==> config.mk <==
export PLATFORM = sky130hd
export DESIGN_NAME = layer_engine_dispatcher
export DESIGN_NICKNAME = d
export VERILOG_FILES = /design/src/rtl/layer_engine_dispatcher_pkg.sv /design/src/rtl/layer_engine_dispatcher_opcode_port_slot.sv /design/src/rtl/layer_engine_dispatcher.sv
export SDC_FILE = /design/constraint.sdc
export NUM_CORES = 1
export LEC_CHECK = 0
export ABC_CLOCK_PERIOD_IN_PS = 3000
export BUFFER_PORTS_ARGS = -buffer_cell sky130_fd_sc_hd__buf_2
export CAP_MARGIN = 20
export CORE_AREA = 2 2 407 409
export DETAILED_ROUTE_END_ITERATION = 16
export DIE_AREA = 0 0 409 411
export GPL_TIMING_DRIVEN = 0
export MAX_ROUTING_LAYER = met4
export PLACE_DENSITY = 0.35
export SKIP_CTS_REPAIR_TIMING = 1
export SLEW_MARGIN = 20
export SYNTH_ARGS = -nofsm -noshare
export SYNTH_HDL_FRONTEND = slang
export SYNTH_HIERARCHICAL = 1
export SYNTH_SLANG_ARGS = --single-unit
==> constraint.sdc <==
create_clock -name clk -period 3 [get_ports clk]
set_input_delay 0.3 -clock clk [delete_from_list [all_inputs] [get_ports clk]]
set_output_delay 0.3 -clock clk [all_outputs]
set_load 0.005 [all_outputs]
==> src/rtl/layer_engine_dispatcher_pkg.sv <==
// Shared constants, header layout and FSM state type for layer_engine_dispatcher.
package layer_engine_dispatcher_pkg;

  localparam logic [3:0] MSG_OPCODE  = 4'd1;
  localparam logic [3:0] MSG_CFG_WR  = 4'd2;
  localparam logic [3:0] MSG_CFG_RD  = 4'd3;

  localparam logic [3:0] RSP_RD_DATA = 4'd8;
  localparam logic [3:0] RSP_WR_ACK  = 4'd9;
  localparam logic [3:0] RSP_ERR     = 4'd14;

  localparam logic [7:0] ERR_NONE     = 8'd0;
  localparam logic [7:0] ERR_BAD_TYPE = 8'd1;
  localparam logic [7:0] ERR_BAD_PORT = 8'd2;
  localparam logic [7:0] ERR_TIMEOUT  = 8'd3;

  localparam int unsigned HDR_TYPE_LSB = 0;
  localparam int unsigned HDR_TYPE_W   = 4;
  localparam int unsigned HDR_PORT_LSB = 4;
  localparam int unsigned HDR_PORT_W   = 8;
  localparam int unsigned HDR_ADDR_LSB = 16;
  localparam int unsigned HDR_ADDR_W   = 16;
  localparam int unsigned HDR_DATA_LSB = 32;

  typedef enum logic [1:0] {
    ST_IDLE,
    ST_CFG_WR,
    ST_CFG_RD,
    ST_RESP
  } state_e;

  // The response header reuses the port field position for the error code.
  function automatic logic [31:0] make_header(input logic [3:0]  t,
                                              input logic [7:0]  code,
                                              input logic [15:0] addr);
    logic [31:0] h;
    h = '0;
    h[HDR_TYPE_LSB +: HDR_TYPE_W] = t;
    h[HDR_PORT_LSB +: HDR_PORT_W] = code;
    h[HDR_ADDR_LSB +: HDR_ADDR_W] = addr;
    return h;
  endfunction

endpackage

==> src/rtl/layer_engine_dispatcher_opcode_port_slot.sv <==
// One-deep opcode holding register with valid/accept handshake for one engine port.
module opcode_port_slot #(
  parameter int unsigned C_OPCODE_WIDTH = 64
) (
  input  logic                      clk,
  input  logic                      rst,
  input  logic                      i_load,
  input  logic [C_OPCODE_WIDTH-1:0] i_opcode,
  input  logic                      i_accept,
  output logic                      o_valid,
  output logic [C_OPCODE_WIDTH-1:0] o_opcode,
  output logic                      o_ready
);

  logic                      r_valid;
  logic [C_OPCODE_WIDTH-1:0] r_opcode;

  // A load in the same cycle as a drain replaces the old entry.
  always_ff @(posedge clk or negedge rst) begin
    if (!rst) begin
      r_valid  <= 1'b0;
      r_opcode <= '0;
    end else if (i_load) begin
      r_valid  <= 1'b1;
      r_opcode <= i_opcode;
    end else if (r_valid && i_accept) begin
      r_valid  <= 1'b0;
    end
  end

  assign o_valid  = r_valid;
  assign o_opcode = r_opcode;
  assign o_ready  = !r_valid || i_accept;

endmodule

==> src/rtl/layer_engine_dispatcher.sv <==
// Routes inbound messages to per-port opcode slots or the config bus and returns responses.
// Optional ack watchdog enabled by defining LAYER_ENGINE_DISPATCH_TIMEOUT_EN.
module layer_engine_dispatcher
  import layer_engine_dispatcher_pkg::*;
#(
  parameter int unsigned C_DATA_WIDTH       = 256,
  parameter int unsigned C_NUM_OPCODE_PORTS = 4,
  parameter int unsigned C_OPCODE_WIDTH     = 64,
  parameter int unsigned C_CFG_ADDR_WIDTH   = 16,
  parameter int unsigned C_CFG_DATA_WIDTH   = 128,
  parameter int unsigned C_TIMEOUT_CYCLES   = 1024
) (
  input  logic                                         clk,
  input  logic                                         rst,
  input  logic                                         msg_in_valid,
  output logic                                         msg_in_accept,
  input  logic [C_DATA_WIDTH-1:0]                      msg_in_payload,
  output logic                                         msg_out_valid,
  input  logic                                         msg_out_accept,
  output logic [C_DATA_WIDTH-1:0]                      msg_out_payload,
  output logic [C_NUM_OPCODE_PORTS*C_OPCODE_WIDTH-1:0] opcode,
  output logic [C_NUM_OPCODE_PORTS-1:0]                opcode_valid,
  input  logic [C_NUM_OPCODE_PORTS-1:0]                opcode_accept,
  output logic [C_CFG_ADDR_WIDTH-1:0]                  config_address,
  output logic                                         config_wren,
  input  logic                                         config_wrack,
  output logic                                         config_rden,
  input  logic                                         config_rdack,
  output logic [C_CFG_DATA_WIDTH-1:0]                  config_datain,
  input  logic [C_CFG_DATA_WIDTH-1:0]                  config_dataout
);

  localparam logic [7:0]  LP_NPORTS  = 8'(C_NUM_OPCODE_PORTS);
  localparam int unsigned LP_USED_W  = HDR_DATA_LSB +
      ((C_OPCODE_WIDTH > C_CFG_DATA_WIDTH) ? C_OPCODE_WIDTH : C_CFG_DATA_WIDTH);

  state_e                            r_state;
  state_e                            w_state_nxt;
  logic                              r_ready;
  logic [HDR_ADDR_W-1:0]             r_addr;
  logic [C_CFG_DATA_WIDTH-1:0]       r_data;
  logic [C_DATA_WIDTH-1:0]           r_resp;

  logic [3:0]                        w_type;
  logic [7:0]                        w_port;
  logic [HDR_ADDR_W-1:0]             w_addr;
  logic [C_CFG_DATA_WIDTH-1:0]       w_data;
  logic [C_OPCODE_WIDTH-1:0]         w_opcode;
  logic [C_NUM_OPCODE_PORTS-1:0]     w_slot_ready;
  logic [15:0]                       w_ready_vec;

  logic                              w_in_accept;
  logic                              w_load_opc;
  logic                              w_ld_cmd;
  logic                              w_ld_resp;
  logic                              w_wren;
  logic                              w_rden;
  logic                              w_out_valid;
  logic [3:0]                        w_resp_type;
  logic [7:0]                        w_resp_code;
  logic [HDR_ADDR_W-1:0]             w_resp_addr;
  logic [C_CFG_DATA_WIDTH-1:0]       w_resp_data;
  logic [C_DATA_WIDTH-1:0]           w_resp_full;
  logic                              w_unused;

  assign w_type      = msg_in_payload[HDR_TYPE_LSB +: HDR_TYPE_W];
  assign w_port      = msg_in_payload[HDR_PORT_LSB +: HDR_PORT_W];
  assign w_addr      = msg_in_payload[HDR_ADDR_LSB +: HDR_ADDR_W];
  assign w_data      = msg_in_payload[HDR_DATA_LSB +: C_CFG_DATA_WIDTH];
  assign w_opcode    = msg_in_payload[HDR_DATA_LSB +: C_OPCODE_WIDTH];
  assign w_ready_vec = 16'(w_slot_ready);

  if (C_DATA_WIDTH > LP_USED_W) begin : g_unused_hi
    assign w_unused = ^{msg_in_payload[C_DATA_WIDTH-1:LP_USED_W], msg_in_payload[15:12]};
  end else begin : g_unused_lo
    assign w_unused = ^msg_in_payload[15:12];
  end

`ifdef LAYER_ENGINE_DISPATCH_TIMEOUT_EN
  localparam int unsigned          LP_CNT_W    = $clog2(C_TIMEOUT_CYCLES + 1);
  localparam logic [LP_CNT_W-1:0]  LP_CNT_LAST = LP_CNT_W'(C_TIMEOUT_CYCLES - 1);
  logic [LP_CNT_W-1:0]             r_wait_cnt;

  // Counts cycles spent waiting on the current config ack; cleared outside the wait states.
  always_ff @(posedge clk or negedge rst) begin
    if (!rst) begin
      r_wait_cnt <= '0;
    end else if (r_state == ST_CFG_WR || r_state == ST_CFG_RD) begin
      r_wait_cnt <= r_wait_cnt + 1'b1;
    end else begin
      r_wait_cnt <= '0;
    end
  end
`endif

  always_ff @(posedge clk or negedge rst) begin
    if (!rst) begin
      r_state <= ST_IDLE;
    end else begin
      r_state <= w_state_nxt;
    end
  end

  always_comb begin
    w_state_nxt = r_state;
    w_in_accept = 1'b0;
    w_load_opc  = 1'b0;
    w_ld_cmd    = 1'b0;
    w_ld_resp   = 1'b0;
    w_wren      = 1'b0;
    w_rden      = 1'b0;
    w_out_valid = 1'b0;
    w_resp_type = RSP_ERR;
    w_resp_code = ERR_NONE;
    w_resp_addr = w_addr;
    w_resp_data = '0;
    case (r_state)
      ST_IDLE: begin
        if (r_ready && msg_in_valid) begin
          case (w_type)
            MSG_OPCODE: begin
              if (w_port >= LP_NPORTS) begin
                w_in_accept = 1'b1;
                w_ld_resp   = 1'b1;
                w_resp_code = ERR_BAD_PORT;
                w_state_nxt = ST_RESP;
              end else if (w_ready_vec[w_port[3:0]]) begin
                w_in_accept = 1'b1;
                w_load_opc  = 1'b1;
              end
            end
            MSG_CFG_WR: begin
              w_in_accept = 1'b1;
              w_ld_cmd    = 1'b1;
              w_state_nxt = ST_CFG_WR;
            end
            MSG_CFG_RD: begin
              w_in_accept = 1'b1;
              w_ld_cmd    = 1'b1;
              w_state_nxt = ST_CFG_RD;
            end
            default: begin
              w_in_accept = 1'b1;
              w_ld_resp   = 1'b1;
              w_resp_code = ERR_BAD_TYPE;
              w_state_nxt = ST_RESP;
            end
          endcase
        end
      end
      ST_CFG_WR: begin
        w_wren      = 1'b1;
        w_resp_addr = r_addr;
        if (config_wrack) begin
          w_ld_resp   = 1'b1;
          w_resp_type = RSP_WR_ACK;
          w_state_nxt = ST_RESP;
        end
`ifdef LAYER_ENGINE_DISPATCH_TIMEOUT_EN
        else if (r_wait_cnt == LP_CNT_LAST) begin
          w_ld_resp   = 1'b1;
          w_resp_code = ERR_TIMEOUT;
          w_state_nxt = ST_RESP;
        end
`endif
      end
      ST_CFG_RD: begin
        w_rden      = 1'b1;
        w_resp_addr = r_addr;
        if (config_rdack) begin
          w_ld_resp   = 1'b1;
          w_resp_type = RSP_RD_DATA;
          w_resp_data = config_dataout;
          w_state_nxt = ST_RESP;
        end
`ifdef LAYER_ENGINE_DISPATCH_TIMEOUT_EN
        else if (r_wait_cnt == LP_CNT_LAST) begin
          w_ld_resp   = 1'b1;
          w_resp_code = ERR_TIMEOUT;
          w_state_nxt = ST_RESP;
        end
`endif
      end
      ST_RESP: begin
        w_out_valid = 1'b1;
        if (msg_out_accept) begin
          w_state_nxt = ST_IDLE;
        end
      end
      default: begin
        w_state_nxt = ST_IDLE;
      end
    endcase
  end

  always_comb begin
    w_resp_full = '0;
    w_resp_full[31:0] = make_header(w_resp_type, w_resp_code, w_resp_addr);
    w_resp_full[HDR_DATA_LSB +: C_CFG_DATA_WIDTH] = w_resp_data;
  end

  // r_ready holds off acceptance until the first clock edge after reset release.
  always_ff @(posedge clk or negedge rst) begin
    if (!rst) begin
      r_ready <= 1'b0;
      r_addr  <= '0;
      r_data  <= '0;
      r_resp  <= '0;
    end else begin
      r_ready <= 1'b1;
      if (w_ld_cmd) begin
        r_addr <= w_addr;
        r_data <= w_data;
      end
      if (w_ld_resp) begin
        r_resp <= w_resp_full;
      end
    end
  end

  for (genvar p = 0; p < C_NUM_OPCODE_PORTS; p++) begin : g_slot
    opcode_port_slot #(
      .C_OPCODE_WIDTH(C_OPCODE_WIDTH)
    ) u_slot (
      .clk     (clk),
      .rst     (rst),
      .i_load  (w_load_opc && (w_port == 8'(p))),
      .i_opcode(w_opcode),
      .i_accept(opcode_accept[p]),
      .o_valid (opcode_valid[p]),
      .o_opcode(opcode[p*C_OPCODE_WIDTH +: C_OPCODE_WIDTH]),
      .o_ready (w_slot_ready[p])
    );
  end

  assign msg_in_accept   = w_in_accept;
  assign msg_out_valid   = w_out_valid;
  assign msg_out_payload = r_resp;
  assign config_wren     = w_wren;
  assign config_rden     = w_rden;
  assign config_address  = r_addr[C_CFG_ADDR_WIDTH-1:0];
  assign config_datain   = r_data;

endmodule

==> flow_summary.toml, run 1 <==
[status]
status = "completed"

[timing]
period_minus_slack_ns = 2.83
max_freq_mhz = 353
setup_viol = 0
max-slew-margin-rel_pct = 41.8
fin_crit_sh_pct = 94.4
rsz0062_at_grt = "false"
worst_pin_slew_ns = 0.873
hold_viol_final = 0
final.setup_skew_ns = 0.0296
whs_ns = 0.0395
slew_viol_final = 0

[synthesis]
synth-edff-count = 0
synth-compound-area-share_pct = 5.47
synth-simple-area-share_pct = 0.950
ys_ff_latch = 556
synth_top_family_by_area = "multiplexers"
async_reset_ff_share_pct = 100
synthMuxAreaShare_pct = 25.1
synth_cell_types = 39
ys_seq_area_share_pct = 61.8
synth_cells = 1370
synth_xor_area_share_pct = 0
synthAdderAreaFrac_pct = 0.278
yosysWarningCount = 6
syn_area_mm2 = 0.0225
syn_avg_cell_area_um2 = 16.4
yosys_most_used_dff = "dfrtp_1"

[route]
detail_route.vias_per_cell = 3.32
vias = 16400
first_pass_iters = 5
wl_per_cell_um = 20.4
drtIter0Drc = 823
ant_nets = 0
drc_errors = 0
finalWirelength_um = 101000

[finish]
multiInputGateArea_mm2 = 0.00756
seq_area_mm2 = 0.0139
fillers = 17700
syn_to_final_growth_pct = 56.6
nets = 3079
drive_gt1_share_pct = 57.5
stdcell_area_mm2 = 0.0353

[worst_setup_path]
critPathRequiredTime_ns = 3.52
criticalPathCategory = "flop to flop"
cp-end-kind = "flop"
start_kind = "flop"
cp_data_arrival_time_ns = 3.35
cp_max_fo = 10

[floorplan]
design.core.area_mm2 = 0.164
rows = 149
ioPinCount = 1058
die_h_um = 411
die_area_mm2 = 0.168
start_util_pct = 13.7
chipWidth_um = 409

[clocking]
cts.path.max_buffers = 3
cts_buffers = 73
cts_tree = "built"
clock-sinks = 556
clk_pin_slew_worst_paths_ns = 0.06
clkLatencyLatePin_ns = 0.66
h-tree-depth = 3
cts_root_buffer = "clkbuf_16"

[power]
clock_power_share_pct = 34.5
p_comb_share_pct = 26.4
internal_power_mw = 17.7
p_sw_mw = 8.07
leakagePower_nw = 18.5
total_power_mw = 25.8
seqPwrFrac_pct = 39.1
power_per_cell_area_mw_per_mm2 = 731
power.share.switching_pct = 31.3
ir_worst_vdd_v = 0.000395

[placement]
io_buffers = 851
gp_congestion = 0.774
placed_cell_area_mm2 = 0.0301
hpwl_um = 77100

[grt]
grt-ovfl-total = 0
grt_pass1_vias = 16200
antenna_found_initial = 11
grt_start_max_net_pins = 86
grt_pass1_wl_um = 136000
track_usage_pct = 11.8

[job]
timing.max_cap.violations = 0

[worst_hold_path]
hold_class = "input pin to flop"
## power groups by stage
stage               combinational (mW)  sequential [mW]  clock [mW]
finish                            6.80             10.1        8.90
global placement                  6.67             10.2           0
floorplan                         2.80             10.1           0
global route                      7.43             10.3        9.56
CTS                               6.66             10.1        9.30
detailed placement                6.64             10.2           0
## cells in the mapped netlist (all sizes together) (3+ instances only)
master	instances	share of area [%]
a22o	128	5.0
buf	166	6.0
clkbuf	16	0.27
dfrtp	556	62
ha	5	0.28
inv	11	0.18
mux2	432	25
mux2i	3	0.13
nand2	3	0.050
nand2b	10	0.28
nand3	4	0.11
nor2	5	0.094
nor4	3	0.11
o22ai	4	0.11
## logic make-up after synthesis
group | Yosys count
other | 2
multiplexers | 436
flip-flops | 556
AO/OA/AOI/OAI | 142
adder cells (fa/ha/maj) | 5
AND/OR/NAND/NOR | 36
buffers and inverters | 193
## area by class of cell
class / instances / area share (%)
Multi-Input combinational cell: 726 / 21.4
Clock inverter: 23 / 0.631
Tap cell: 2189 / 7.76
Antenna cell: 7 / 0.0497
Sequential cell: 556 / 39.4
Buffer: 182 / 3.99
Inverter: 11 / 0.117
Clock buffer: 110 / 6.21
Timing Repair Buffer: 1130 / 20.4
## stage by stage
step	utilization, %	instances	setup TNS [ns]	setup slack, ns
2_1_floorplan	-	1475	0	0.883
3_3_place_gp	18.3	4515	-6505.46	-11.94
3_5_place_dp	18.4	4522	-23.48	-0.332
4_1_cts	19.9	4655	-5.54	-0.379
5_1_grt	21.5	4934	0	0.0189
6_report	21.5	4934	0	0.168
## state kept, by name, indices dropped and copies added, names as in the netlist
signal,flops
g_slot.u_slot/o_opcode,256
r_ready,1
config_address,16
msg_out_payload,149
r_state,2
config_datain,128
g_slot.u_slot/o_valid,4
## worst paths after layout
check,start,to,slack [ns],depth (start not counted)
worst max-delay path,r_state[1],config_datain[56],0.17,7
worst min-delay path,msg_in_payload[3],msg_out_payload[5],0.04,4
worst max register to register,r_state[1],config_datain[56],0.17,7
worst min register to register,config_datain[15],config_datain[15],0.49,1
max in group asynchronous,rst,config_address[8],1.15,5
min in group asynchronous,rst,msg_out_payload[69],0.13,2
## layer usage
| metal | global-route usage, % | vias up | wire length, µm |
|---|---|---|---|
| met5 | - | - | 0 |
| met3 | 4.95 | 101 | 9340 |
| met2 | 17.7 | 673 | 45800 |
| met1 | 14.4 | 8277 | 43800 |
| li1 | - | 7349 | - |
| met4 | 3.12 | 0 | 1790 |
## cells in the final DEF, fill, tap and decap left out, types with 3 or more instances in the layout
cell type        n
clkinv_8         3
buf_6           38
buf_16           7
clkinv_2        14
a22o_1         128
clkbuf_8        16
inv_1           11
diode_2          7
dlygate4sd3_1  272
mux2_4         196
clkbuf_16       76
nand2b_1        10
dfrtp_1        556
buf_4          110
o22ai_1          4
nor2_1           4
mux2_1           4
nand2_1          3
mux2_2         232
ha_1             5
nand3_1          3
buf_2          867
conb_1         107
mux2i_1          3
clkbuf_1        33
## worst max-delay path: stages (launching register included)
cell and delay (ns):
dfrtp_1 0.40, inv_1 0.11, ha_1 0.27, and3_1 0.28, nand3_2 0.32, clkbuf_4 0.42
buf_2 0.46, mux2_2 0.38
No activity file was read; power rests on OpenSTA's default activity.
==> run 2, diff against run 1 <==
--- a/config.mk
+++ b/config.mk
@@ -5,15 +5,15 @@
 export SDC_FILE = /design/constraint.sdc
 export NUM_CORES = 1
 export LEC_CHECK = 0
-export ABC_CLOCK_PERIOD_IN_PS = 3000
+export ABC_CLOCK_PERIOD_IN_PS = 3100
 export BUFFER_PORTS_ARGS = -buffer_cell sky130_fd_sc_hd__buf_2
 export CAP_MARGIN = 20
-export CORE_AREA = 2 2 407 409
+export CORE_AREA = 8 8 402 404
 export DETAILED_ROUTE_END_ITERATION = 16
-export DIE_AREA = 0 0 409 411
+export DIE_AREA = 0 0 410 412
 export GPL_TIMING_DRIVEN = 0
 export MAX_ROUTING_LAYER = met4
-export PLACE_DENSITY = 0.35
+export PLACE_DENSITY = 0.36
 export SKIP_CTS_REPAIR_TIMING = 1
 export SLEW_MARGIN = 20
 export SYNTH_ARGS = -nofsm -noshare
==> constraint.sdc (replaced) <==
create_clock -name clk -period 3.1 [get_ports clk]
set_input_delay 0.31 -clock clk [delete_from_list [all_inputs] [get_ports clk]]
set_output_delay 0.31 -clock clk [all_outputs]
set_load 0.005 [all_outputs]
==> flow_summary.toml, run 2 (synthesis gave the netlist of run 1 again) <==
[status]
status = "completed"

[grt]
grt-ovfl-total = 0
grt_pass1_vias = 16700
track_usage_pct = 12.4
grt_start_max_net_pins = 84
antenna_found_initial = 44
grt_pass1_wl_um = 143000

[timing]
whs_ns = 0.0670
period_minus_slack_ns = 2.79
hold_viol_final = 0
finalSetupTns_ns = 0
setup_viol = 0
max-slew-margin-rel_pct = 25.9
max_freq_mhz = 358
final.setup_skew_ns = 0.0224
worst_pin_slew_ns = 1.11
slew_viol_final = 0
fin_crit_sh_pct = 90.0

[clocking]
clock-sinks = 556
h-tree-depth = 3
cts.path.max_buffers = 3
clkLatencyLatePin_ns = 0.65
cts_tree = "built"
clk_pin_slew_worst_paths_ns = 0.06
cts_buffers = 73
cts_root_buffer = "clkbuf_16"

[finish]
syn_to_final_growth_pct = 56.2
drive_gt1_share_pct = 57.4
largest_reg_flops = 256
layout_commonest_cell = "buf_2"
fillers = 16700
mostFrequentLayoutCells = "buf_2, dfrtp_1, dlygate4sd3_1"
stdcell_area_mm2 = 0.0352
nets = 3078
final_util_pct = 22.7

[power]
internal_power_mw = 17.4
power_per_cell_area_mw_per_mm2 = 714
ir_worst_vdd_v = 0.000377
clock_power_share_pct = 34.7
p_sw_mw = 7.76
seqPwrFrac_pct = 38.4
power.share.switching_pct = 30.9
p_comb_share_pct = 26.9
leakagePower_nw = 18.5

[placement]
io_buffers = 851
placed_cell_area_mm2 = 0.0300
hpwl_um = 83700
gp_congestion = 0.753

[worst_setup_path]
crit_buf_inv = 3
cp_max_fo = 10
start_kind = "flop"
criticalPathCategory = "flop to flop"
crit_path_max_incr_delay_ns = 0.44
r2r_slack_ns = 0.31
critPathSlowestCell = "nand3_2"
cp_data_arrival_time_ns = 3.29
path_cells = "inv_1 > ha_1 > and3_1 > nand3_2 > buf_2 > clkbuf_4 > mux2_2"
crit_family = "buffers and inverters"
critPathRequiredTime_ns = 3.60
cp-end-kind = "flop"

[floorplan]
die_h_um = 412
die_area_mm2 = 0.169
rows = 145
ioPinCount = 1058
chipWidth_um = 410
start_util_pct = 14.5
design.core.area_mm2 = 0.155

[job]
timing.max_cap.violations = 0

[route]
detail_route.vias_per_cell = 3.38
ant_nets = 0
drtIter0Drc = 676
vias = 16300
finalWirelength_um = 107000
wl_per_cell_um = 22.3
drc_errors = 0
first_pass_iters = 5

[worst_hold_path]
hold_class = "input pin to flop"
run 2: cell count changes in the layout (fill, tap and decap cells not counted), moves of 2 or more:
| cell | before | now |
|---|---|---|
| inv_6 | 0 | 4 |
| bufinv_16 | 2 | 6 |
| clkbuf_1 | 33 | 35 |
| clkinv_8 | 3 | 1 |
| clkinv_2 | 14 | 9 |
| diode_2 | 7 | 33 |
| clkbuf_16 | 76 | 74 |
run 2: cell type report:
| type | count | area (µm²) | area share, % |
|---|---|---|---|
| multi-input combinational | 726 | 7570 | 21.5 |
| timing repair buffer | 1129 | 7170 | 20.4 |
| inverter | 11 | 41.3 | 0.117 |
| buffer | 182 | 1410 | 4.00 |
| sequential | 556 | 13900 | 39.5 |
| antenna | 33 | 82.6 | 0.235 |
| clock inverter | 22 | 293 | 0.832 |
| tap | 2058 | 2570 | 7.32 |
| clock buffer | 109 | 2130 | 6.06 |
run 2: power groups by stage:
stage,clock network (mW),logic [mW],registers (mW)
after global placement,0,6.68,9.76
after detailed placement,0,6.74,9.73
final,8.71,6.75,9.65
after CTS,9.13,6.72,9.65
after floorplan,0,2.71,9.81
after global routing,9.38,7.34,9.86
run 2: through the flow:
stage | setup WS, ns | power, mW | instances
final | 0.310 | 25.1 | 4826
after detailed placement | -0.324 | 16.5 | 4391
after global placement | -11.72 | 16.4 | 4384
after global routing | -0.00431 | 26.6 | 4823
after floorplan | 0.983 | 12.5 | 1475
after CTS | -0.0292 | 25.5 | 4522
run 2: worst paths after layout:
path	start	to	cells after the start
setup / recovery	r_state[0]	config_datain[49]	7
setup reg to reg	r_state[0]	config_datain[49]	7
hold / removal	msg_in_payload[2]	msg_out_payload[5]	4
hold reg to reg	msg_out_payload[3]	msg_out_payload[3]	1
min in group asynchronous	rst	g_slot[2].u_slot/o_opcode[23]	2
max in group asynchronous	rst	msg_out_payload[154]	6
run 2: tightest hold or removal path, delay by kind of cell:
kind            cells  cell delay [ns]
compound gates      1             0.07
buf+inv             1             0.09
simple gates        2             0.18
run 2: metal layers:
metal / vias to the layer above / global-route usage [%] / part of all wire, %
li1: 7389 / - / -
met1: 8171 / 13.6 / 40
met2: 646 / 20.6 / 49
met3: 128 / 5.55 / 8.7
met4: 0 / 2.97 / 2.3
met5: - / - / 0
==> run 3, diff against run 2 <==
--- a/config.mk
+++ b/config.mk
@@ -8,15 +8,14 @@
 export ABC_CLOCK_PERIOD_IN_PS = 3100
 export BUFFER_PORTS_ARGS = -buffer_cell sky130_fd_sc_hd__buf_2
 export CAP_MARGIN = 20
-export CORE_AREA = 8 8 402 404
+export CORE_AREA = 2 2 406 408
 export DETAILED_ROUTE_END_ITERATION = 16
-export DIE_AREA = 0 0 410 412
+export DIE_AREA = 0 0 408 410
 export GPL_TIMING_DRIVEN = 0
 export MAX_ROUTING_LAYER = met4
-export PLACE_DENSITY = 0.36
+export PLACE_DENSITY = 0.35
 export SKIP_CTS_REPAIR_TIMING = 1
 export SLEW_MARGIN = 20
 export SYNTH_ARGS = -nofsm -noshare
 export SYNTH_HDL_FRONTEND = slang
-export SYNTH_HIERARCHICAL = 1
 export SYNTH_SLANG_ARGS = --single-unit
==> flow_summary.toml, run 3 <==
[synthesis]
yosysMostFrequentCell = "dfrtp_1"
ys_seq_area_share_pct = 62.1
yosysTopAreaCell = "dfrtp_1"
synth_area_leaders = "dfrtp_1, mux2_2, buf_4"
syn_avg_cell_area_um2 = 13.7
synth_cells = 1636
syn_area_mm2 = 0.0224
synthTopCellsByCount = "dfrtp_1, mux2_2, inv_1, nand3_1, o21ai_0"
ys_ff_latch = 556
yosysWarningCount = 0
yosys_most_used_dff = "dfrtp_1"
synth-edff-count = 0
async_reset_ff_share_pct = 100
synth.top_cell.area_share_pct = 62.1
synth_cell_types = 34

[finish]
drive_gt1_share_pct = 52.2
layout_commonest_cell = "buf_2"
largest_reg_flops = 256
mostFrequentLayoutCells = "buf_2, dfrtp_1, mux2_2"
syn_to_final_growth_pct = 57.2
nets = 3347

[floorplan]
rows = 149
design.core.area_mm2 = 0.163
die_area_mm2 = 0.167
chipWidth_um = 408
start_util_pct = 13.7
ioPinCount = 1058
die_h_um = 410

[clocking]
cts_tree = "built"
cts_root_buffer = "clkbuf_16"
cts.path.max_buffers = 3
clk_pin_slew_worst_paths_ns = 0.06
clkLatencyLatePin_ns = 0.67
cts_buffers = 73
clock-sinks = 556
h-tree-depth = 3

[timing]
hold_viol_final = 0
final.setup_skew_ns = 0.0386
period_minus_slack_ns = 2.89
slew_viol_final = 0
finalSetupTns_ns = 0
whs_ns = 0.0507
rsz0062_at_grt = "true"
max_freq_mhz = 346
max-slew-margin-rel_pct = 21.3
worst_pin_slew_ns = 1.18
fin_crit_sh_pct = 93.2
setup_viol = 0

[worst_hold_path]
hold_class = "input pin to flop"

[grt]
grt_most_used_layer = "met2"
grt_pass1_wl_um = 134000
met1_usage_pct = 13.4
grt.met3_usage_pct = 4.39
met2_usage_pct = 18.3
track_usage_pct = 11.6
grt_start_max_net_pins = 84
grt_pass1_vias = 17100
grt-ovfl-total = 0
antenna_found_initial = 14

[worst_setup_path]
cp-end-kind = "flop"
criticalPathCategory = "flop to flop"
cp_data_arrival_time_ns = 3.41
critPathRequiredTime_ns = 3.62
cp_max_fo = 11
start_kind = "flop"

[power]
total_power_mw = 24.9
leakagePower_nw = 18.7
ir_worst_vdd_v = 0.000409
power_per_cell_area_mw_per_mm2 = 707

[status]
status = "completed"

[route]
drtIter0Drc = 638
ant_nets = 0
first_pass_iters = 4
detail_route.vias_per_cell = 3.34
wl_per_cell_um = 18.8
drc_errors = 0
finalWirelength_um = 98000
vias = 17400

[job]
timing.max_cap.violations = 0

[placement]
hpwl_um = 75400
io_buffers = 851
gp_congestion = 0.797
## run 3: changes by cell type in the layout (fill, tap and decap cells not counted), sizes merged, moves of 3 or more
cell | previous run | this run
o21ai | 0 | 129
a22o | 128 | 0
nand3 | 4 | 130
inv | 15 | 138
clkbuf | 127 | 172
buf | 1022 | 1001
diode | 33 | 12
bufinv | 6 | 1
nand2b | 10 | 6
nand4 | 2 | 5
nor4 | 3 | 0
## run 3: final cells by class
type                    instances  area (µm²)
fillers                     17900      128000
flip-flops and latches        556       13900
repair buffers               1133        7210
multi-input cells             848        7050
well taps                    2189        2740
clock buffers                 113        2230
plain buffers                 200        1360
inverters                     136         510
clock inverters                14         159
diodes                         12        30.0
## run 3: final timing paths
path / startpoint / depth (start not counted) / slack (ns) / endpoint
min in group asynchronous: rst / 2 / 0.19 / config_datain[38]
hold / removal: config_dataout[64] / 3 / 0.05 / msg_out_payload[96]
max in group asynchronous: rst / 6 / 0.70 / config_address[5]
setup reg to reg: r_state[0] / 9 / 0.21 / msg_out_payload[143]
setup / recovery: r_state[0] / 9 / 0.21 / msg_out_payload[143]
hold reg to reg: msg_out_payload[3] / 1 / 0.47 / msg_out_payload[3]
## run 3: routing by layer
layer / vias to the layer above / wire [µm]
li1: 8002 / -
met1: 8660 / 40900
met2: 589 / 46700
met3: 120 / 7490
met4: 0 / 2950
met5: - / 0
## run 3: per-stage QoR
stage	instances	worst slack, ns	cell area, µm²	util (%)
after floorplan	1741	0.770	22800	-
after global placement	4781	-11.80	29800	18.2
after detailed placement	4790	-1.42	30000	18.4
after CTS	4917	-1.48	32400	19.8
after global routing	5196	-0.0530	35200	21.5
final	5201	0.211	35200	21.5
## run 3: cell families after synthesis
family                   Yosys count  synth area share, %
AND/OR/NAND/NOR                  158                 3.72
flip-flops                       556                 62.1
other                              2               0.0335
multiplexers                     437                 22.3
buffers and inverters            337                 8.24
AO/OA/AOI/OAI                    141                 3.26
adder cells (fa/ha/maj)            5                0.279
## run 3: worst max-delay path: stages (launching register included)
cell      delay (ns)
dfrtp_1         0.40
inv_1           0.15
ha_1            0.22
and3_4          0.35
o211ai_1        0.22
buf_6           0.20
a31oi_1         0.36
clkbuf_4        0.39
clkbuf_2        0.27
o21ai_0         0.12
## run 3: report_power, final
part | total [mW] | internal, mW | switching, mW
registers | 9.62 | 8.82 | 0.800
clock network | 8.56 | 5.04 | 3.51
logic | 6.71 | 2.91 | 3.80
total | 24.9 | 16.8 | 8.12
